File: src/rtl/switch_crossbar.sv
// switch_crossbar: 3x3 crossbar with a round-robin arbiter per output and registered one-cycle write pulses.
// Optional feature macro: SWITCH_XBAR_DROP_CNT_EN adds the saturating drop_cnt port and counter.
module switch_crossbar #(
    parameter int DATA_W = 32,
    parameter int CNT_W  = 16
) (
    input  logic              clk,
    input  logic              reset_n,
    input  logic [DATA_W-1:0] in_data1,
    input  logic [DATA_W-1:0] in_data2,
    input  logic [DATA_W-1:0] in_data3,
    input  logic              in_valid1,
    input  logic              in_valid2,
    input  logic              in_valid3,
    output logic              in_ready1,
    output logic              in_ready2,
    output logic              in_ready3,
    input  logic              out_stall1,
    input  logic              out_stall2,
    input  logic              out_stall3,
    output logic [DATA_W-1:0] output1,
    output logic [DATA_W-1:0] output2,
    output logic [DATA_W-1:0] output3,
    output logic              out_ram_wr1,
    output logic              out_ram_wr2,
    output logic              out_ram_wr3,
`ifdef SWITCH_XBAR_DROP_CNT_EN
    output logic [CNT_W-1:0]  drop_cnt,
`endif
    output logic [CNT_W-1:0]  fwd_cnt1,
    output logic [CNT_W-1:0]  fwd_cnt2,
    output logic [CNT_W-1:0]  fwd_cnt3
);

    localparam int NP = 3;

    logic [DATA_W-1:0] in_data [NP];
    logic [NP-1:0]     in_valid;
    logic [NP-1:0]     out_stall;
    logic [NP-1:0]     in_ready;
    logic [1:0]        dest [NP];
    logic [NP-1:0]     is_drop;
    logic [NP-1:0]     req [NP];
    logic [NP-1:0]     grant [NP];
    logic [1:0]        last_q [NP];
    logic [1:0]        last_d [NP];
    logic [DATA_W-1:0] out_data_q [NP];
    logic [DATA_W-1:0] out_data_d [NP];
    logic [NP-1:0]     out_wr_q;
    logic [NP-1:0]     out_wr_d;
    logic [CNT_W-1:0]  fwd_cnt_q [NP];
    logic [CNT_W-1:0]  fwd_cnt_d [NP];

    assign in_data[0] = in_data1;
    assign in_data[1] = in_data2;
    assign in_data[2] = in_data3;
    assign in_valid   = {in_valid3, in_valid2, in_valid1};
    assign out_stall  = {out_stall3, out_stall2, out_stall1};

    // last holds the 1-based input granted most recently; the search starts just after it.
    function automatic logic [NP-1:0] rr_pick(input logic [NP-1:0] r, input logic [1:0] last);
        logic [NP-1:0] g;
        g = '0;
        case (last)
            2'd1: begin
                if (r[1])      g = 3'b010;
                else if (r[2]) g = 3'b100;
                else if (r[0]) g = 3'b001;
            end
            2'd2: begin
                if (r[2])      g = 3'b100;
                else if (r[0]) g = 3'b001;
                else if (r[1]) g = 3'b010;
            end
            default: begin
                if (r[0])      g = 3'b001;
                else if (r[1]) g = 3'b010;
                else if (r[2]) g = 3'b100;
            end
        endcase
        return g;
    endfunction

    // An all-zero word is ignored downstream, so it is discarded like destination 00.
    always_comb begin
        for (int n = 0; n < NP; n++) begin
            dest[n]    = in_data[n][1:0];
            is_drop[n] = (in_data[n] == '0) || (in_data[n][1:0] == 2'b00);
        end
    end

    always_comb begin
        for (int k = 0; k < NP; k++) begin
            req[k]    = '0;
            grant[k]  = '0;
            last_d[k] = last_q[k];
            for (int n = 0; n < NP; n++) begin
                req[k][n] = reset_n && in_valid[n] && !is_drop[n] &&
                            (dest[n] == 2'(k + 1)) && !out_stall[k];
            end
            grant[k] = rr_pick(req[k], last_q[k]);
            if (grant[k][0])      last_d[k] = 2'd1;
            else if (grant[k][1]) last_d[k] = 2'd2;
            else if (grant[k][2]) last_d[k] = 2'd3;
        end
    end

    always_comb begin
        for (int n = 0; n < NP; n++) begin
            in_ready[n] = reset_n &&
                          ((grant[0][n] || grant[1][n] || grant[2][n]) ||
                           (in_valid[n] && is_drop[n]));
        end
    end

    assign in_ready1 = in_ready[0];
    assign in_ready2 = in_ready[1];
    assign in_ready3 = in_ready[2];

    always_comb begin
        for (int k = 0; k < NP; k++) begin
            out_wr_d[k]   = |grant[k];
            out_data_d[k] = '0;
            if (grant[k][0])      out_data_d[k] = in_data[0];
            else if (grant[k][1]) out_data_d[k] = in_data[1];
            else if (grant[k][2]) out_data_d[k] = in_data[2];
            fwd_cnt_d[k]  = fwd_cnt_q[k] + CNT_W'(out_wr_d[k]);
        end
    end

    always_ff @(posedge clk) begin
        if (!reset_n) begin
            for (int k = 0; k < NP; k++) begin
                last_q[k]     <= 2'd3;
                out_data_q[k] <= '0;
                fwd_cnt_q[k]  <= '0;
            end
            out_wr_q <= '0;
        end else begin
            for (int k = 0; k < NP; k++) begin
                last_q[k]     <= last_d[k];
                out_data_q[k] <= out_data_d[k];
                fwd_cnt_q[k]  <= fwd_cnt_d[k];
            end
            out_wr_q <= out_wr_d;
        end
    end

    assign output1     = out_data_q[0];
    assign output2     = out_data_q[1];
    assign output3     = out_data_q[2];
    assign out_ram_wr1 = out_wr_q[0];
    assign out_ram_wr2 = out_wr_q[1];
    assign out_ram_wr3 = out_wr_q[2];
    assign fwd_cnt1    = fwd_cnt_q[0];
    assign fwd_cnt2    = fwd_cnt_q[1];
    assign fwd_cnt3    = fwd_cnt_q[2];

`ifdef SWITCH_XBAR_DROP_CNT_EN
    logic [1:0]       drop_num;
    logic [CNT_W+1:0] drop_sum;
    logic [CNT_W-1:0] drop_cnt_q;
    logic [CNT_W-1:0] drop_cnt_d;

    // Several inputs may discard in the same cycle; each one counts, clamped at all-ones.
    always_comb begin
        drop_num = '0;
        for (int n = 0; n < NP; n++) begin
            if (reset_n && in_valid[n] && is_drop[n]) drop_num = drop_num + 2'd1;
        end
        drop_sum   = {2'b00, drop_cnt_q} + {{CNT_W{1'b0}}, drop_num};
        drop_cnt_d = (drop_sum[CNT_W+1:CNT_W] != 2'b00) ? '1 : drop_sum[CNT_W-1:0];
    end

    always_ff @(posedge clk) begin
        if (!reset_n) drop_cnt_q <= '0;
        else          drop_cnt_q <= drop_cnt_d;
    end

    assign drop_cnt = drop_cnt_q;
`endif

endmodule

File: config.mk
export PLATFORM = sky130hd
export DESIGN_NAME = switch_crossbar
export DESIGN_NICKNAME = d
export VERILOG_FILES = /design/src/rtl/switch_crossbar.sv
export SDC_FILE = /design/constraint.sdc
export NUM_CORES = 1
export LEC_CHECK = 0
export CAP_MARGIN = 20
export CORE_MARGIN = 8
export CORE_UTILIZATION = 45
export CTS_BUF_LIST = sky130_fd_sc_hd__clkbuf_2
export DETAILED_ROUTE_END_ITERATION = 8
export GPL_ROUTABILITY_DRIVEN = 0
export HOLD_SLACK_MARGIN = 0.1
export PLACE_DENSITY = 0.82
export SKIP_LAST_GASP = 1
export SYNTH_ARGS = -nofsm -noshare
export SYNTH_HDL_FRONTEND = slang
export SYNTH_SLANG_ARGS = --single-unit
File: constraint.sdc
create_clock -name clk -period 4 [get_ports clk]
set_input_delay 0.8 -clock clk [delete_from_list [all_inputs] [get_ports clk]]
set_output_delay 0.8 -clock clk [all_outputs]
set_load 0.02 [all_outputs]
==> flow_summary.toml, run 1 <==
[outcome]
status = "complete, no violations"

[placement]
portBuffers = 253
detailed_place_hpwl_mm = 16.49

[clock_tree]
clock_tree_from_tritoncts = "done"
root_buffer = "sky130_fd_sc_hd__clkbuf_2"
clkSlewWorstSetupHoldPaths_ns = 0.20
number_of_clock_sinks = 153
cts_max_level = 4
postCtsHoldBufs = 0
cts_inserted_buffers = 17
worst_skew_pair.late_latency_ns = 0.70
cts_max_path_buffers = 2

[sta]
maxClockFrequency_ghz = 0.2676
timing.final.crit_period_ns = 3.736
setup_total_negative_slack_ns = 0
maxSlewHeadroom = 0.4510
final-setup-viol-count = 0
hold_viol = 0
clock_skew_ns = 0.03638
setup_repair_after_global_routing_missed_its_margin = "no"
max_slew_violation_total_from_the_final_report = 0
final.period_utilization = 0.9341
worst_slew_pin_slew_ns = 0.8063

[synthesis]
dominant_synthesized_flop_cell = "sky130_fd_sc_hd__dfxtp_1"
synth-adder-area-share = 0.02484
synth_area_per_cell_um2 = 8.779
yosysWarningCount = 0
number_of_enable_flip_flop_cells_after_synthesis = 0
syn_area_mm2 = 0.006549
synthSimpleGateAreaFrac = 0.2184
synthDistinctLibCells = 52
mux_cell_area_share_after_synthesis = 0.004585
ys_seq_area_frac = 0.4677
synth.area.top_cells = "sky130_fd_sc_hd__dfxtp_1 47%, sky130_fd_sc_hd__a221o_1 8.3%, sky130_fd_sc_hd__nor2_1 6.5%, sky130_fd_sc_hd__nand2_1 6.5%, sky130_fd_sc_hd__o211ai_1 3.3%"
share_of_the_synthesized_area_in_compound_gates_ao_oa_aoi_oai = 0.1912
syn_inst = 746
synth_top_family_by_area = "simple AND/OR/NAND/NOR gates"
synth-xor-area-share = 0.04948
synth.top_cell.area_share = 0.4677
async_flop_share = 0
synth_largest_area_cell = "sky130_fd_sc_hd__dfxtp_1"
ys_seq_elements = 153

[setup_path]
worst_ep_required_time_ns = 3.20
rr_startpoint = "last_q[0][4]"
ff2ff_setup_slack_ns = 1.18
worst-endpoint-arrival_ns = 2.94
rr_worst_depth = 11
timing_worst_setup_path_type = "input port to primary output"
regToRegEndpoint = "fwd_cnt_q[0][43]"
startpoint_type = "input port"
critical_path.max_fanout = 6
setup.worst_path.end_class = "primary output"

[power_and_ir_drop]
totalPowerFinal_mw = 2.905
static-leakage-power_nw = 3.715
vdd_drop_max_uv = 187.6
cellPowerDensity_mw_per_mm2 = 300.1

[drt]
remaining_drc_errors = 0
drt_pre_antenna_iters = 6
first_iter_violations = 450
totalWireLength_mm = 22.95
detail-route-antenna-nets = 0
routed_wl_per_cell_um = 19.00
number_of_vias_after_detailed_routing = 6666
drt-vias-per-instance = 5.518

[final_layout]
fin_util = 0.6737
seq_area_mm2 = 0.003063
multi_input_area_mm2 = 0.003249
fillerInstances = 1153
drive_gt1_frac = 0.07429
finish.net_count = 1127
area_delta_synth_final_pct = 47.82

[floorplan]
placeableCoreArea_mm2 = 0.01437
die_y_um = 136.6
std_cell_rows = 44
pin_count = 254
effective_utilization_at_floorplan = 0.4558
die-area_mm2 = 0.01867
fp.dieW_um = 136.6

[global_routing]
grt_pass1_wl_mm = 35.12
gr-usage-all-layers = 0.2408
grt_pass1_vias = 6619
global_route.overflow_total = 0
grt_max_degree = 41
initial_antenna_violation_count = 1

[min_path]
worstHoldPathCells = 2
hp-class = "flop to flop"
min_to = "last_q[0][1]"
hold_path.startpoint = "last_q[0][1]"

[run]
max-cap-violations = 0
cells by family (layout without fill, tap and decap cells):
logic type	Yosys count	count (layout)
simple gates	323	323
compound gates	154	154
flops	153	153
buf+inv	62	338
xor+xnor	37	37
fa+ha+maj	13	13
mux	3	3
other cells	1	3
worst max path at each step:
stage / startpoint / depth (start not counted) / slack [ns] / endpoint
floorplan: reset_n / 14 / 0.69 / fwd_cnt_q[0][13]
global placement: in_data1[1] / 7 / 0.09 / in_ready2
detailed placement: in_data2[0] / 7 / 0.05 / in_ready3
CTS: last_q[0][4] / 7 / 0.13 / in_ready1
global route: last_q[0][0] / 8 / 0.08 / in_ready3
finish: in_data3[1] / 7 / 0.26 / in_ready3
worst max-delay path: stages:
cell                              delay, ns
sky130_fd_sc_hd__clkdlybuf4s50_1       0.58
sky130_fd_sc_hd__and3_1                0.30
sky130_fd_sc_hd__nand3_1               0.12
sky130_fd_sc_hd__nor4_1                0.46
sky130_fd_sc_hd__a211oi_1              0.10
sky130_fd_sc_hd__a21oi_1               0.21
sky130_fd_sc_hd__dlygate4sd2_1         0.36
synth_stat cells (all sizes together), types with 16 or more instances:
cell / number
a21oi: 16
a221o: 54
buf: 20
clkbuf: 20
dfxtp: 153
inv: 21
nand2: 113
nand3: 33
nor2: 114
o211ai: 29
xor2: 24
registers in the layout, indices dropped and copies added (netlist names):
| signal | count |
|---|---|
| out_data_q | 96 |
| out_wr_q | 3 |
| fwd_cnt_q | 48 |
| last_q | 6 |
metal layers:
metal / track usage / share of wire / vias to the layer above / wire length (um)
li1: - / - / 3196 / -
met1: 0.2739 / 0.39 / 3136 / 9050
met2: 0.4053 / 0.49 / 295 / 11160
met3: 0.08443 / 0.097 / 39 / 2224
met4: 0.09457 / 0.022 / 0 / 516
met5: 0 / 0 / - / 0
layout make-up:
type / count / area share
Antenna cell: 1 / 0.0002585
Multi-Input combinational cell: 532 / 0.3357
Sequential cell: 153 / 0.3164
Inverter: 22 / 0.008530
Clock inverter: 14 / 0.01758
Clock buffer: 18 / 0.009306
Timing Repair Buffer: 284 / 0.2885
Tap cell: 184 / 0.02378
what timing repair did:
action	4_1_cts	5_1_grt
hold endpoints to repair	0	0
setup buffers	0	0
pin swaps	0	0
resized for setup	2	2
setup endpoints to repair	2	2
through the flow:
step | hold WS, ns | cell area (um2) | worst slack [ns] | instances
2_1_floorplan | 0.4640 | 6553 | 0.6903 | 747
3_3_place_gp | 0.4805 | 9384 | 0.09133 | 1174
3_5_place_dp | 0.4905 | 9412 | 0.04733 | 1175
4_1_cts | 0.5059 | 9669 | 0.1286 | 1207
5_1_grt | 0.5148 | 9681 | 0.07847 | 1208
6_report | 0.5153 | 9681 | 0.2636 | 1208
power breakdown:
group          switching, mW  total, mW  internal, mW
registers             0.0115       1.57          1.56
logic                  0.203      0.405         0.202
clock network          0.571      0.926         0.355
total                  0.786       2.90          2.12
placed cells by master (no fill, tap or decap), drive strengths merged, types with 3 or more instances in the layout:
| master | count |
|---|---|
| clkdlybuf4s50 | 249 |
| ha | 13 |
| a211oi | 3 |
| and2 | 13 |
| a21oi | 16 |
| or3 | 7 |
| nor2 | 114 |
| nand3 | 33 |
| mux2i | 3 |
| buf | 32 |
| and3 | 13 |
| nor4 | 3 |
| o211ai | 29 |
| nand2 | 113 |
| inv | 24 |
| nand4 | 6 |
| a221o | 54 |
| o21ai | 11 |
| nor3 | 8 |
| o22a | 4 |
| a31oi | 9 |
| xor2 | 24 |
| o22ai | 4 |
| clkbuf | 18 |
| a32oi | 5 |
| clkinv | 7 |
| bufinv | 3 |
| o31ai | 4 |
| dfxtp | 153 |
| xnor2 | 13 |
| and4 | 3 |
(Power assumes the default switching activity.)
==> inputs of run 2 (changes only) <==
--- a/config.mk
+++ b/config.mk
@@ -6,13 +6,15 @@
 export NUM_CORES = 1
 export LEC_CHECK = 0
 export CAP_MARGIN = 20
+export CELL_PAD_IN_SITES_DETAIL_PLACEMENT = 1
+export CELL_PAD_IN_SITES_GLOBAL_PLACEMENT = 1
 export CORE_MARGIN = 8
-export CORE_UTILIZATION = 45
+export CORE_UTILIZATION = 33
 export CTS_BUF_LIST = sky130_fd_sc_hd__clkbuf_2
 export DETAILED_ROUTE_END_ITERATION = 8
 export GPL_ROUTABILITY_DRIVEN = 0
 export HOLD_SLACK_MARGIN = 0.1
-export PLACE_DENSITY = 0.82
+export PLACE_DENSITY_LB_ADDON = 0.1
 export SKIP_LAST_GASP = 1
 export SYNTH_ARGS = -nofsm -noshare
 export SYNTH_HDL_FRONTEND = slang
==> flow_summary.toml, run 2 (synthesis gave the netlist of run 1 again) <==
[final_layout]
largest_register = "out_data_q"
most-common-layout-cells = "249 x sky130_fd_sc_hd__clkdlybuf4s50_1, 153 x sky130_fd_sc_hd__dfxtp_1, 113 x sky130_fd_sc_hd__nand2_1, 112 x sky130_fd_sc_hd__nor2_1, 54 x sky130_fd_sc_hd__a221o_1"
area_delta_synth_final_pct = 49.12
finish.net_count = 1136
largest_registers = "out_data_q: 96 flops, fwd_cnt_q: 48 flops, last_q: 6 flops"
drive_gt1_frac = 0.08333
largest_register_ff_count = 96
final_common_cell = "sky130_fd_sc_hd__clkdlybuf4s50_1"

[sta]
hold_viol = 0
final.period_utilization = 0.9526
timing.final.crit_period_ns = 3.811
maxSlewHeadroom = 0.3047
maxClockFrequency_ghz = 0.2624
worst_slew_pin_slew_ns = 1.042
max_slew_violation_total_from_the_final_report = 0
setup_repair_after_global_routing_missed_its_margin = "no"
final-setup-viol-count = 0
timing.hold.ws_ns = 0.5083
clock_skew_ns = 0.04759

[power_and_ir_drop]
internal-power_mw = 1.943
p_sw_frac = 0.2999
power.combinational.fraction = 0.150
static-leakage-power_nw = 3.718
share_clk_of_total_power = 0.283
p_seq_frac = 0.567
totalPowerFinal_mw = 2.776
cellPowerDensity_mw_per_mm2 = 284.2
power.net_switching_uw = 832.5
vdd_drop_max_uv = 141.9

[setup_path]
number_of_buffer_and_inverter_instances_along_the_worst_setup_path = 3
startpoint_type = "input port"
timing_worst_setup_path_type = "input port to primary output"
timing.critical_path.from = "in_data2[1]"
crit_family = "buffers and inverters"
worst-endpoint-arrival_ns = 3.01
crit_slowest_cell = "sky130_fd_sc_hd__clkdlybuf4s50_1"
worst_path_most_repeated_cell = "sky130_fd_sc_hd__a21oi_1"
setup.worst_path.end_class = "primary output"
worst_ep_required_time_ns = 3.20
rr_startpoint = "last_q[0][2]"
critical_path.cell_chain = "clkdlybuf4s50_1, buf_4, nor3b_1, a21oi_1, and3_1, a211oi_1, a21oi_1, dlygate4sd2_1"
crit_path_max_incr_delay_ns = 0.62
critical_path.max_fanout = 7

[floorplan]
pin_count = 254
die_y_um = 156.9
placeableCoreArea_mm2 = 0.01946
std_cell_rows = 51
die-area_mm2 = 0.02461
effective_utilization_at_floorplan = 0.3365
fp.dieW_um = 156.9

[global_routing]
global_route.overflow_total = 0
global_route.peak_usage_layer = "met2"
grt_max_degree = 41
global_route.usage.met1 = 0.2401
grt_pass1_vias = 6971
grt_pass1_wl_mm = 39.10
initial_antenna_violation_count = 1
grt_use_met3 = 0.06591
grtUsageMet2 = 0.3572
gr-usage-all-layers = 0.2072

[clock_tree]
number_of_clock_sinks = 153
cts_max_level = 4
worst_skew_pair.late_latency_ns = 0.74
root_buffer = "sky130_fd_sc_hd__clkbuf_2"
cts_inserted_buffers = 17
cts_max_path_buffers = 2
clock_tree_from_tritoncts = "done"
clkSlewWorstSetupHoldPaths_ns = 0.21

[drt]
remaining_drc_errors = 0
routed_wl_per_cell_um = 19.84
number_of_vias_after_detailed_routing = 6651
first_iter_violations = 298
drt_pre_antenna_iters = 4
totalWireLength_mm = 25.75
drt-vias-per-instance = 5.124
detail-route-antenna-nets = 0

[min_path]
hold_path.startpoint = "last_q[0][1]"
hp-class = "flop to flop"

[placement]
portBuffers = 253
detailed_place_hpwl_mm = 18.68

[run]
max-cap-violations = 0

[outcome]
status = "complete, no violations"
[run 2: cell count changes in the layout (fill, tap and decap cells not counted)]
cell	change
sky130_fd_sc_hd__inv_8	+1
sky130_fd_sc_hd__nor3_2	+1
sky130_fd_sc_hd__inv_6	+1
sky130_fd_sc_hd__dlygate4sd2_1	-1
sky130_fd_sc_hd__nor3_1	-1
sky130_fd_sc_hd__clkbuf_2	-1
sky130_fd_sc_hd__buf_12	-1
sky130_fd_sc_hd__clkdlybuf4s15_1	+1
sky130_fd_sc_hd__clkinv_4	+2
sky130_fd_sc_hd__bufinv_16	-3
sky130_fd_sc_hd__buf_4	+11
sky130_fd_sc_hd__buf_16	-1
[run 2: power by group through the flow]
stage | Clock (mW) | Sequential (mW) | Combinational, mW
3_3_place_gp | 0 | 1.60 | 0.413
3_5_place_dp | 0 | 1.60 | 0.416
5_1_grt | 0.888 | 1.58 | 0.444
6_report | 0.785 | 1.57 | 0.416
2_1_floorplan | 0 | 1.64 | 0.116
4_1_cts | 0.823 | 1.58 | 0.418
[run 2: metrics by stage]
step                cells  setup TNS, ns  instance area, um2    util  setup WS [ns]
finish               1298              0                9766  0.5018         0.1894
detailed placement   1265      -0.004134                9548  0.4906      -0.004134
global placement     1265              0                9548  0.4906        0.01122
CTS                  1297              0                9759  0.5014        0.02494
global route         1298              0                9766  0.5018       0.006199
floorplan             747              0                6553       -         0.6903
[run 2: cell type report]
| type | count | area [um2] |
|---|---|---|
| fill | 2303 | 9697 |
| multi-input combinational | 532 | 3254 |
| sequential | 153 | 3063 |
| timing repair buffer | 293 | 2829 |
| tap | 265 | 331.6 |
| clock inverter | 15 | 117.6 |
| clock buffer | 17 | 85.08 |
| inverter | 22 | 82.58 |
| antenna | 1 | 2.502 |
[run 2: layer usage]
| metal | wire length (um) | vias to the layer above |
|---|---|---|
| met5 | 0 | - |
| met2 | 12570 | 217 |
| li1 | - | 3217 |
| met4 | 463 | 0 |
| met3 | 1825 | 33 |
| met1 | 10890 | 3184 |
[run 2: final timing paths]
kind	to	slack (ns)	depth (start not counted)
setup / recovery	in_ready3	0.19	8
hold reg to reg	last_q[0][1]	0.51	2
setup reg to reg	fwd_cnt_q[0][26]	1.14	13
hold / removal	last_q[0][1]	0.51	2
[run 2: tightest hold or removal path, cell delays in order (launching register included)]
cell and delay, ns:
sky130_fd_sc_hd__dfxtp_1 0.36, sky130_fd_sc_hd__inv_1 0.07, sky130_fd_sc_hd__a31oi_1 0.06
[run 2: timing repair]
item	in CTS	in global routing
setup endpoints to repair	3	2
buffers inserted	0	0
hold buffers	0	0
resized for setup	4	2
==> inputs of run 3 (changes only) <==
--- a/config.mk
+++ b/config.mk
@@ -5,12 +5,14 @@
 export SDC_FILE = /design/constraint.sdc
 export NUM_CORES = 1
 export LEC_CHECK = 0
-export CAP_MARGIN = 20
+export ABC_AREA = 1
+export CAP_MARGIN = 30
 export CELL_PAD_IN_SITES_DETAIL_PLACEMENT = 1
 export CELL_PAD_IN_SITES_GLOBAL_PLACEMENT = 1
 export CORE_MARGIN = 8
 export CORE_UTILIZATION = 33
 export CTS_BUF_LIST = sky130_fd_sc_hd__clkbuf_2
+export CTS_CLUSTER_SIZE = 10
 export DETAILED_ROUTE_END_ITERATION = 8
 export GPL_ROUTABILITY_DRIVEN = 0
 export HOLD_SLACK_MARGIN = 0.1
==> flow_summary.toml, run 3 <==
[min_path]
hp-class = "flop to flop"

[synthesis]
syn_inst = 1166
number_of_enable_flip_flop_cells_after_synthesis = 0
ys_seq_area_frac = 0.3952
synth_area_per_cell_um2 = 6.648
synth.top_cell.area_share = 0.3952
syn_area_mm2 = 0.007751
yosysWarningCount = 0
synthTopCellsByCount = "375 x sky130_fd_sc_hd__nand2_1, 241 x sky130_fd_sc_hd__nand3_1, 153 x sky130_fd_sc_hd__dfxtp_1"
synthDistinctLibCells = 33
post-synth-top-count-cell = "sky130_fd_sc_hd__nand2_1"
ys_seq_elements = 153
async_flop_share = 0
dominant_synthesized_flop_cell = "sky130_fd_sc_hd__dfxtp_1"
synth_largest_area_cell = "sky130_fd_sc_hd__dfxtp_1"
synth.area.top_cells = "sky130_fd_sc_hd__dfxtp_1 40%, sky130_fd_sc_hd__nand2_1 18%, sky130_fd_sc_hd__nand3_1 16%, sky130_fd_sc_hd__nand4_1 5.5%, sky130_fd_sc_hd__inv_1 4.3%"

[clock_tree]
cts_inserted_buffers = 17
worst_skew_pair.late_latency_ns = 0.72
cts_max_path_buffers = 2
number_of_clock_sinks = 153
root_buffer = "sky130_fd_sc_hd__clkbuf_2"
clock_tree_from_tritoncts = "done"
cts_resized = 0
post-cts-setup-buffer-count = 0
cts_max_level = 4
postCtsHoldBufs = 0
clkSlewWorstSetupHoldPaths_ns = 0.26

[sta]
timing.final.crit_period_ns = 3.788
max_slew_violation_total_from_the_final_report = 0
timing.hold.ws_ns = 0.4854
maxSlewHeadroom = 0.5061
final.period_utilization = 0.9471
setup_repair_after_global_routing_missed_its_margin = "no"
final-setup-viol-count = 0
maxClockFrequency_ghz = 0.2640
clock_skew_ns = 0.03417
setup_total_negative_slack_ns = 0
hold_viol = 0
worst_slew_pin_slew_ns = 0.7398

[floorplan]
fp.dieW_um = 169.3
std_cell_rows = 56
die-area_mm2 = 0.02865
effective_utilization_at_floorplan = 0.3332
pin_count = 254
die_y_um = 169.3
placeableCoreArea_mm2 = 0.02326

[setup_path]
worst-endpoint-arrival_ns = 2.99
crit_family = "buffers and inverters"
worst_ep_required_time_ns = 3.20
worst_path_most_repeated_cell = "sky130_fd_sc_hd__nand2_1"
timing_worst_setup_path_type = "input port to primary output"
startpoint_type = "input port"
critical_path.cell_chain = "clkdlybuf4s50_1, nand2_1, nor2_1, nand2_1, nand2_1, nand2_1, nand2_1, nand2_2, nand2_4, nand2_1, nor2_1, nor2_1, clkdlybuf4s50_1"
setup.worst_path.end_class = "primary output"
number_of_buffer_and_inverter_instances_along_the_worst_setup_path = 2
crit_path_max_incr_delay_ns = 0.66
crit_slowest_cell = "sky130_fd_sc_hd__clkdlybuf4s50_1"
critical_path.max_fanout = 7

[drt]
totalWireLength_mm = 33.29
drt_pre_antenna_iters = 5
routed_wl_per_cell_um = 19.22
first_iter_violations = 489
detail-route-antenna-nets = 0
drt-vias-per-instance = 5.113
remaining_drc_errors = 0
number_of_vias_after_detailed_routing = 8855

[final_layout]
fin_util = 0.4651
finish.net_count = 1514
largest_register_ff_count = 96
area_delta_synth_final_pct = 39.58
final_common_cell = "sky130_fd_sc_hd__nand2_1"
layout_cells_excl_fill = 1732
largest_registers = "out_data_q: 96 flops, fwd_cnt_q: 48 flops, last_q: 6 flops"
final_design_area_no_fill_mm2 = 0.01082
largest_register = "out_data_q"
most-common-layout-cells = "374 x sky130_fd_sc_hd__nand2_1, 253 x sky130_fd_sc_hd__clkdlybuf4s50_1, 241 x sky130_fd_sc_hd__nand3_1, 153 x sky130_fd_sc_hd__dfxtp_1, 89 x sky130_fd_sc_hd__inv_1"
drive_gt1_frac = 0.05674

[global_routing]
gr-usage-all-layers = 0.2282
global_route.overflow_total = 0
grt_pass1_vias = 9284
grt_pass1_wl_mm = 51.45
grt_max_degree = 36
initial_antenna_violation_count = 4

[placement]
portBuffers = 253
numPlacedInstances = 1697
detailed_place_hpwl_mm = 22.87
placed_cell_area_mm2 = 0.01056

[power_and_ir_drop]
cellPowerDensity_mw_per_mm2 = 276.1
static-leakage-power_nw = 5.104
vdd_drop_max_uv = 112.9

[outcome]
status = "complete, no violations"

[run]
max-cap-violations = 0
-- run 3: tightest hold or removal path, delay by kind of cell (launching register included) --
family	cells	cell delay [ns]
flip-flops	1	0.38
buffers and inverters	1	0.05
AO/OA/AOI/OAI	1	0.05
-- run 3: logic make-up (layout without fill, tap and decap cells) --
family                     after synthesis  in the layout  synth area share
AOI/OAI and AO/OA                       36             36           0.02502
xor gates and xnor gates                13             13           0.01469
adders and majority gates               13             13           0.02099
buffers and inverters                  169            412           0.09411
DFF                                    153            153            0.3952
other                                    1              5         0.0004838
and+or+nand+nor                        781            781            0.4496
-- run 3: power by group --
group / total [mW] / switching [mW] / internal [mW]
logic: 0.468 / 0.263 / 0.205
clock network: 0.938 / 0.635 / 0.302
registers: 1.58 / 0.0134 / 1.57
-- run 3: final cells by class --
type | instances | area, um2
Antenna cell | 3 | 7.507
Clock buffer | 17 | 85.08
Clock inverter | 15 | 166.4
Fill cell | 3004 | 12440
Inverter | 94 | 352.8
Multi-Input combinational cell | 845 | 3965
Sequential cell | 153 | 3063
Tap cell | 319 | 399.1
Timing Repair Buffer | 286 | 2780
-- run 3: stage by stage --
step | worst slack, ns | total power, mW
2_1_floorplan | 1.115 | 1.802
4_1_cts | 0.2246 | 3.030
5_1_grt | 0.04777 | 3.125
3_5_place_dp | 0.2449 | 2.078
3_3_place_gp | 0.2317 | 2.074
6_report | 0.2118 | 2.987
-- run 3: routing by layer --
layer / up-vias / wire length, um / global-route usage
met2: 277 / 15960 / 0.3973
met5: - / 13 / 0
met3: 39 / 2247 / 0.05978
met1: 4265 / 14390 / 0.2695
met4: 2 / 678 / 0.07272
li1: 4272 / - / -
-- run 3: path summary, 6_finish.rpt --
| kind | start | to | slack, ns | cells after the start |
|---|---|---|---|---|
| worst max-delay path | reset_n | in_ready2 | 0.21 | 13 |
| worst min-delay path | fwd_cnt_q[0][40] | fwd_cnt_q[0][40] | 0.49 | 2 |
| worst max register to register | last_q[0][2] | fwd_cnt_q[0][30] | 1.19 | 15 |
| worst min register to register | fwd_cnt_q[0][40] | fwd_cnt_q[0][40] | 0.49 | 2 |
